<file path="src/rtl/muldiv_unit.sv">
// Multi-cycle signed/unsigned multiply/divide unit with architectural HI/LO registers.
// Retires STEP multiplier or quotient bits per cycle. Requests a stall while busy.
module muldiv_unit #(
  parameter int WIDTH = 32,
  parameter int STEP  = 1
) (
  input  logic             clk,
  input  logic             rst,
  input  logic             startE,
  input  logic [1:0]       opE,
  input  logic [WIDTH-1:0] srcAE,
  input  logic [WIDTH-1:0] srcBE,
  input  logic             hiloreadE,
  input  logic             hilowriteE,
  input  logic             lohiE,
  output logic [WIDTH-1:0] hiloout,
  output logic             busy,
  output logic             stallreq,
  output logic             done,
  output logic             divzero
);

  localparam int N  = WIDTH / STEP;
  localparam int CW = $clog2(N + 1);
  localparam logic [CW-1:0] LAST = CW'(N - 1);

  typedef enum logic [1:0] {IDLE, CALC, FIX} state_t;

  state_t             state, state_next;
  logic [CW-1:0]      count;
  logic [WIDTH-1:0]   hi, lo;
  logic [WIDTH-1:0]   op_a, op_b, a_orig;
  logic               is_div, neg_res, neg_rem, div_zero_op;
  logic [2*WIDTH-1:0] prod, prod_step, prod_fix;
  logic [WIDTH:0]     rem, rem_step, sum;
  logic [WIDTH-1:0]   quo, quo_step, quo_fix, rem_fix;
  logic               signed_op, a_sign, b_sign;
  logic [WIDTH-1:0]   a_abs, b_abs;

  assign signed_op = ~opE[0];
  assign a_sign    = signed_op & srcAE[WIDTH-1];
  assign b_sign    = signed_op & srcBE[WIDTH-1];
  assign a_abs     = a_sign ? -srcAE : srcAE;
  assign b_abs     = b_sign ? -srcBE : srcBE;

  always_comb begin
    state_next = state;
    case (state)
      IDLE:    if (startE) state_next = CALC;
      CALC:    if (count == LAST) state_next = FIX;
      FIX:     state_next = IDLE;
      default: state_next = IDLE;
    endcase
  end

  always_ff @(posedge clk) begin
    if (!rst) begin
      state   <= IDLE;
      count   <= '0;
      hi      <= '0;
      lo      <= '0;
      done    <= 1'b0;
      divzero <= 1'b0;
    end else begin
      state <= state_next;
      done  <= 1'b0;
      case (state)
        IDLE: begin
          count <= '0;
          // A simultaneous startE takes priority over mthi/mtlo.
          if (!startE && hilowriteE) begin
            if (lohiE) lo <= srcAE;
            else       hi <= srcAE;
          end
        end
        CALC: count <= count + 1'b1;
        FIX: begin
          done    <= 1'b1;
          divzero <= is_div & div_zero_op;
          if (is_div) begin
            if (div_zero_op) begin
              hi <= a_orig;
              lo <= '1;
            end else begin
              hi <= rem_fix;
              lo <= quo_fix;
            end
          end else begin
            hi <= prod_fix[2*WIDTH-1:WIDTH];
            lo <= prod_fix[WIDTH-1:0];
          end
        end
        default: ;
      endcase
    end
  end

  // Operands are held as magnitudes; result signs are reapplied in FIX.
  always_ff @(posedge clk) begin
    if (state == IDLE && startE) begin
      is_div      <= opE[1];
      neg_res     <= a_sign ^ b_sign;
      neg_rem     <= a_sign;
      div_zero_op <= (srcBE == '0);
      a_orig      <= srcAE;
      op_a        <= a_abs;
      op_b        <= b_abs;
      prod        <= {{WIDTH{1'b0}}, b_abs};
      quo         <= a_abs;
      rem         <= '0;
    end else if (state == CALC) begin
      prod <= prod_step;
      rem  <= rem_step;
      quo  <= quo_step;
    end
  end

  always_comb begin
    prod_step = prod;
    rem_step  = rem;
    quo_step  = quo;
    sum       = '0;
    for (int i = 0; i < STEP; i++) begin
      if (is_div) begin
        rem_step = {rem_step[WIDTH-1:0], quo_step[WIDTH-1]};
        quo_step = {quo_step[WIDTH-2:0], 1'b0};
        if (rem_step >= {1'b0, op_b}) begin
          rem_step    = rem_step - {1'b0, op_b};
          quo_step[0] = 1'b1;
        end
      end else begin
        sum       = {1'b0, prod_step[2*WIDTH-1:WIDTH]} + (prod_step[0] ? {1'b0, op_a} : '0);
        prod_step = {sum, prod_step[WIDTH-1:1]};
      end
    end
  end

  assign prod_fix = neg_res ? -prod : prod;
  assign quo_fix  = neg_res ? -quo : quo;
  assign rem_fix  = neg_rem ? -rem[WIDTH-1:0] : rem[WIDTH-1:0];

  assign busy     = (state != IDLE);
  assign stallreq = busy & (startE | hiloreadE | hilowriteE);
  assign hiloout  = lohiE ? lo : hi;

endmodule
</file>
<file path="config.mk">
export PLATFORM = sky130hd
export DESIGN_NAME = muldiv_unit
export DESIGN_NICKNAME = d
export VERILOG_FILES = /design/src/rtl/muldiv_unit.sv
export SDC_FILE = /design/constraint.sdc
export NUM_CORES = 1
export LEC_CHECK = 0
export BUFFER_PORTS_ARGS = -buffer_cell sky130_fd_sc_hd__clkbuf_2
export CAP_MARGIN = 20
export CORE_MARGIN = 2
export CORE_UTILIZATION = 40
export DETAILED_ROUTE_END_ITERATION = 6
export RECOVER_POWER = 25
export SETUP_SLACK_MARGIN = 0.4
export SKIP_CTS_REPAIR_TIMING = 1
export SLEW_MARGIN = 10
export SYNTH_ARGS = -nofsm -noshare
export SYNTH_HDL_FRONTEND = slang
export SYNTH_SLANG_ARGS = --single-unit
</file>
<file path="constraint.sdc">
create_clock -name clk -period 5.25 [get_ports clk]
set_clock_uncertainty 0.2 [all_clocks]
set_input_delay 0.7875 -clock clk [delete_from_list [all_inputs] [get_ports clk]]
set_output_delay 0.7875 -clock clk [all_outputs]
set_load 0.005 [all_outputs]
</file>
==> flow_summary.html <==
<table>
<tr><th>Metric</th><th>Value</th></tr>
<tr><th colspan="2">Outcome</th></tr>
<tr><td>Violated checks</td><td>design-rule violations, max-capacitance violations, max-slew violations</td></tr>
<tr><td>Outcome</td><td>complete, but fails checks</td></tr>
<tr><th colspan="2">Worst setup path</th></tr>
<tr><td>Slowest CP cell</td><td>edfxtp_1</td></tr>
<tr><td>Worst Setup End Kind</td><td>flop</td></tr>
<tr><td>Largest fanout on the critical path</td><td>35</td></tr>
<tr><td>R2r worst-path depth</td><td>11</td></tr>
<tr><td>Critical Path Max Stage Delay</td><td>1.01 ns</td></tr>
<tr><td>Data required time of the worst path</td><td>5.48 ns</td></tr>
<tr><td>Start-to-end type of the worst setup path</td><td>flop to flop</td></tr>
<tr><td>Startpoint kind of the worst setup timing path</td><td>flop</td></tr>
<tr><td>Endpoint of the most critical register-to-register path</td><td>prod[62]</td></tr>
<tr><td>Internal reg-to-reg setup slack</td><td>0.99 ns</td></tr>
<tr><td>CP Cell Sequence</td><td>and2_1 -&gt; ha_1 -&gt; a211oi_1 -&gt; o211ai_1 -&gt; a31oi_1 -&gt; o21ai_0 -&gt; nand4_1 -&gt; nand4bb_1 -&gt; a21oi_1 -&gt; nor4_1 -&gt; or4_1</td></tr>
<tr><td>Startpoint of the worst setup timing path</td><td>prod[0]</td></tr>
<tr><td>Crit path arrival time</td><td>4.49 ns</td></tr>
<tr><td>Endpoint of the most critical setup path</td><td>prod[62]</td></tr>
<tr><td>Worst r2r src</td><td>prod[0]</td></tr>
<tr><th colspan="2">Power and ir drop</th></tr>
<tr><td>Leakage</td><td>0.00863 uW</td></tr>
<tr><td>Net switching power figure</td><td>2700 uW</td></tr>
<tr><td>Switching share of power</td><td>34.1%</td></tr>
<tr><td>Part of the power in combinational logic</td><td>26.4%</td></tr>
<tr><td>Power per cell area</td><td>357 nW/um^2</td></tr>
<tr><td>Share of total power in the clock network</td><td>35.3%</td></tr>
<tr><td>Internal cell power</td><td>5210 uW</td></tr>
<tr><td>Part of the power in registers</td><td>38.4%</td></tr>
<tr><td>Peak supply drop</td><td>0.240 mV</td></tr>
<tr><th colspan="2">Yosys</th></tr>
<tr><td>Total nets after synthesis</td><td>2412</td></tr>
<tr><td>Mux cell area share after synthesis</td><td>3.12%</td></tr>
<tr><td>Leading post-synthesis cells by cell area</td><td>edfxtp_1 (25%), dfxtp_1 (14%), nand2_1 (6.7%), xnor2_1 (5.2%), xor2_1 (4.8%)</td></tr>
<tr><td>Synth Area in Simple Gates</td><td>19.0%</td></tr>
<tr><td>Area share of xor/xnor cells in the synthesized design</td><td>10.0%</td></tr>
<tr><td>Share of synthesized flip-flops with an asynchronous set or reset</td><td>0%</td></tr>
<tr><td>Synthesized-area fraction occupied by ao, oa, aoi and oai cells</td><td>20.7%</td></tr>
<tr><td>Cell Area, Synth</td><td>19700 sq um</td></tr>
<tr><td>Cell type with the largest total area after synthesis</td><td>edfxtp_1</td></tr>
<tr><td>Prevailing post-synth register cell</td><td>edfxtp_1</td></tr>
<tr><td>Combinational family with the most area after synthesis</td><td>compound AO/OA/AOI/OAI gates</td></tr>
<tr><td>Yosys cell types</td><td>80</td></tr>
<tr><td>Post-Syn Area per Cell</td><td>8.69 sq um</td></tr>
<tr><td>Number of synthesized flops with an enable pin</td><td>163</td></tr>
<tr><td>Seq cells post-synth</td><td>301</td></tr>
<tr><td>Synthesized instance count</td><td>2268</td></tr>
<tr><td>Top cell type's share of synthesized area</td><td>24.8%</td></tr>
<tr><td>Total number of yosys warnings</td><td>0</td></tr>
<tr><td>Post-Synth Adder-Cell Area</td><td>4.65%</td></tr>
<tr><td>Share of synthesized area occupied by flip-flops and latches</td><td>38.8%</td></tr>
<tr><th colspan="2">Detailed routing</th></tr>
<tr><td>Number of nets with antenna violations after routing</td><td>0</td></tr>
<tr><td>WL per Instance</td><td>22.1 um</td></tr>
<tr><td>Final WL</td><td>66900 um</td></tr>
<tr><td>1st-pass router iterations</td><td>7</td></tr>
<tr><td>Via count</td><td>18000</td></tr>
<tr><td>Via density per instance</td><td>5.95</td></tr>
<tr><td>Drt initial violations</td><td>2076</td></tr>
<tr><td>Final routed DRC violation total</td><td>6</td></tr>
<tr><th colspan="2">Clocking</th></tr>
<tr><td>Max Root-Sink Buffers</td><td>3</td></tr>
<tr><td>Clock H-tree levels</td><td>2</td></tr>
<tr><td>Clock-pin transition on the worst setup and hold timing paths</td><td>0.06 ns</td></tr>
<tr><td>Inserted Clock Buffers</td><td>38</td></tr>
<tr><td>TritonCTS clock tree</td><td>done</td></tr>
<tr><td>Root buffer cell</td><td>clkbuf_16</td></tr>
<tr><td>Source-to-sink clock delay at the later pin of the worst-skew pair</td><td>0.56 ns</td></tr>
<tr><td>Total clock sinks</td><td>301</td></tr>
<tr><th colspan="2">Floorplanning</th></tr>
<tr><td>Boundary Pins</td><td>108</td></tr>
<tr><td>Height of the die</td><td>226 um</td></tr>
<tr><td>Initial Utilization</td><td>40.4%</td></tr>
<tr><td>Number of placement rows</td><td>81</td></tr>
<tr><td>Width of the die</td><td>226 um</td></tr>
<tr><td>Die outline area</td><td>51100 sq um</td></tr>
<tr><td>Floorplan Core Area</td><td>48700 sq um</td></tr>
<tr><th colspan="2">Placed design</th></tr>
<tr><td>Placement Cell Area</td><td>20900 sq um</td></tr>
<tr><td>Post-placement worst setup slack</td><td>1.04 ns</td></tr>
<tr><td>Port bufs</td><td>107</td></tr>
<tr><td>Routability-driven placement congestion ratio</td><td>0.979</td></tr>
<tr><td>Estimated wirelength of the detail-placed design</td><td>49300 um</td></tr>
<tr><th colspan="2">STA</th></tr>
<tr><td>Final Worst Setup Slack</td><td>0.986 ns</td></tr>
<tr><td>Transition time at the pin with the least slew margin</td><td>3.00 ns</td></tr>
<tr><td>Final Setup Violations</td><td>0</td></tr>
<tr><td>Sum of negative setup slack</td><td>0 ns</td></tr>
<tr><td>Final hold viol count</td><td>0</td></tr>
<tr><td>Minimum period implied by the final worst setup slack</td><td>4.26 ns</td></tr>
<tr><td>Final Cycle Share</td><td>81.2%</td></tr>
<tr><td>Fmax</td><td>235 MHz</td></tr>
<tr><td>Pins over their slew limit</td><td>153</td></tr>
<tr><td>Slew Limit Headroom</td><td>-100%</td></tr>
<tr><td>Worst slack on hold paths</td><td>0.271 ns</td></tr>
<tr><td>Setup repair after global routing missed its margin</td><td>no</td></tr>
<tr><th colspan="2">Global routing</th></tr>
<tr><td>Via count of the first global-routing pass</td><td>16600</td></tr>
<tr><td>Maximum number of pins on one net before global-route repair</td><td>106</td></tr>
<tr><td>Global route overflow</td><td>0</td></tr>
<tr><td>Global-route wire length before repair</td><td>101000 um</td></tr>
<tr><td>Global routing usage summed across all routing layers</td><td>25.9%</td></tr>
<tr><td>Initial antenna violation count</td><td>3</td></tr>
<tr><th colspan="2">Layout</th></tr>
<tr><td>Number of fill cells</td><td>4788</td></tr>
<tr><td>Layout-stage area growth over the synthesis result</td><td>12.3%</td></tr>
<tr><td>Final non-filler cell area</td><td>22100 sq um</td></tr>
<tr><td>Net count, final</td><td>2469</td></tr>
<tr><td>Proportion of layout cells with a drive suffix above 1</td><td>9.77%</td></tr>
<tr><td>Area used by multi-input combinational logic</td><td>11300 sq um</td></tr>
<tr><td>Footprint of the flip-flops and latches</td><td>7660 sq um</td></tr>
<tr><th colspan="2">Hold path</th></tr>
<tr><td>Classification of the worst-slack hold path</td><td>primary input to flop</td></tr>
<tr><th colspan="2">Flow run</th></tr>
<tr><td>Max_cap viols</td><td>3</td></tr>
</table>
how the worst min path moves through the flow:
stage          startpoint  endpoint  slack (ns)  depth (start not counted)
2_1_floorplan      lo[26]    lo[26]        0.26                          2
3_3_place_gp       lo[26]    lo[26]        0.28                          2
3_5_place_dp      divzero   divzero        0.29                          2
4_1_cts            opE[1]    is_div        0.21                          1
5_1_grt            opE[1]    is_div        0.25                          1
6_report           opE[1]    is_div        0.27                          1
power by group through the flow:
stage | combinational, uW | clock (uW) | sequential [uW]
6_report | 2090 | 2790 | 3040
5_1_grt | 2290 | 2910 | 3060
4_1_cts | 2070 | 2830 | 3030
3_5_place_dp | 2050 | 0 | 3080
3_3_place_gp | 2030 | 0 | 3080
2_1_floorplan | 1490 | 0 | 2950
cells in the final DEF, fill, tap and decap left out, types with 15 or more instances in the layout:
master / Yosys / layout
a222oi_1: 22 / 22
o21ai_0: 184 / 184
dfxtp_1: 138 / 138
nand3_1: 29 / 29
o31ai_1: 43 / 43
nand2_1: 352 / 352
o41ai_1: 20 / 20
or3_1: 25 / 25
edfxtp_1: 163 / 163
clkbuf_2: 0 / 70
clkbuf_1: 112 / 49
nor2_1: 132 / 130
inv_1: 71 / 69
o22ai_1: 19 / 19
a31oi_1: 19 / 18
clkbuf_16: 0 / 41
xnor2_1: 116 / 116
or4_1: 27 / 27
buf_4: 0 / 26
and3_1: 23 / 23
o221ai_1: 22 / 22
nand2b_1: 26 / 25
o21a_1: 15 / 15
nor3_1: 44 / 44
mux2_2: 44 / 44
a21oi_1: 159 / 159
xor2_1: 109 / 109
a21o_1: 26 / 26
nor4_1: 16 / 16
ha_1: 70 / 70
and2_1: 41 / 41
cells in the mapped netlist, types with 12 or more instances:
cell type,number
a222oi_1,22
inv_1,71
and3_1,23
edfxtp_1,163
o21ai_0,184
dfxtp_1,138
mux2i_1,12
and2_1,41
o221ai_1,22
a21oi_1,159
o21a_1,15
xor2_1,109
o31ai_1,43
a21o_1,26
ha_1,70
nor4_1,16
nand3_1,29
nor3_1,44
nand2b_1,26
xnor2_1,116
nor2b_1,14
a32oi_1,12
nand4_1,12
nor2_1,132
nand2_1,352
a31oi_1,19
clkbuf_1,112
o41ai_1,20
or4_1,27
o22ai_1,19
or3_1,25
mux2_2,44
state kept, by name, indices dropped and copies added, names as in the netlist, 2 cells and up:
register and flops:
rem 32, quo 32, a_orig 31, lo 32, op_a 32, state 2, hi 32, count 6
prod 64, op_b 32
logic make-up after synthesis:
group                      count (synthesis)
adders and majority gates                 72
DFF                                      301
AOI/OAI and AO/OA                        636
and+or+nand+nor                          786
muxes                                     56
buffers and inverters                    192
xor gates and xnor gates                 225
routing by layer:
metal / global-route usage (%) / vias up / wire (um)
li1: - / 8410 / -
met1: 35.5 / 8595 / 28600
met2: 40.8 / 795 / 29900
met3: 3.60 / 154 / 5220
met4: 11.5 / 4 / 3080
met5: 0 / - / 19
metrics by stage:
| stage | util, % | power (uW) | std cells |
|---|---|---|---|
| 6_report | 45.4 | 7910 | 3020 |
| 5_1_grt | 45.4 | 8270 | 3020 |
| 4_1_cts | 45.5 | 7940 | 3019 |
| 3_5_place_dp | 42.8 | 5140 | 2949 |
| 3_3_place_gp | 42.8 | 5110 | 2949 |
| 2_1_floorplan | - | 4450 | 2268 |
final cells by class:
class | count | share of cell area [%]
clock inverter | 16 | 0.871
multi-input combinational | 1775 | 51.3
timing repair buffer | 137 | 3.16
sequential | 301 | 34.6
inverter | 72 | 1.24
tap | 664 | 3.75
clock buffer | 54 | 5.08
antenna | 1 | 0.0113
worst max-delay path, delay by kind of cell, from the launching register on:
| kind | cells | cell delay (ns) |
|---|---|---|
| compound gates | 5 | 1.46 |
| simple gates | 5 | 1.19 |
| flops | 1 | 1.01 |
| fa+ha+maj | 1 | 0.25 |
No activity file was read; power rests on OpenSTA's default activity.
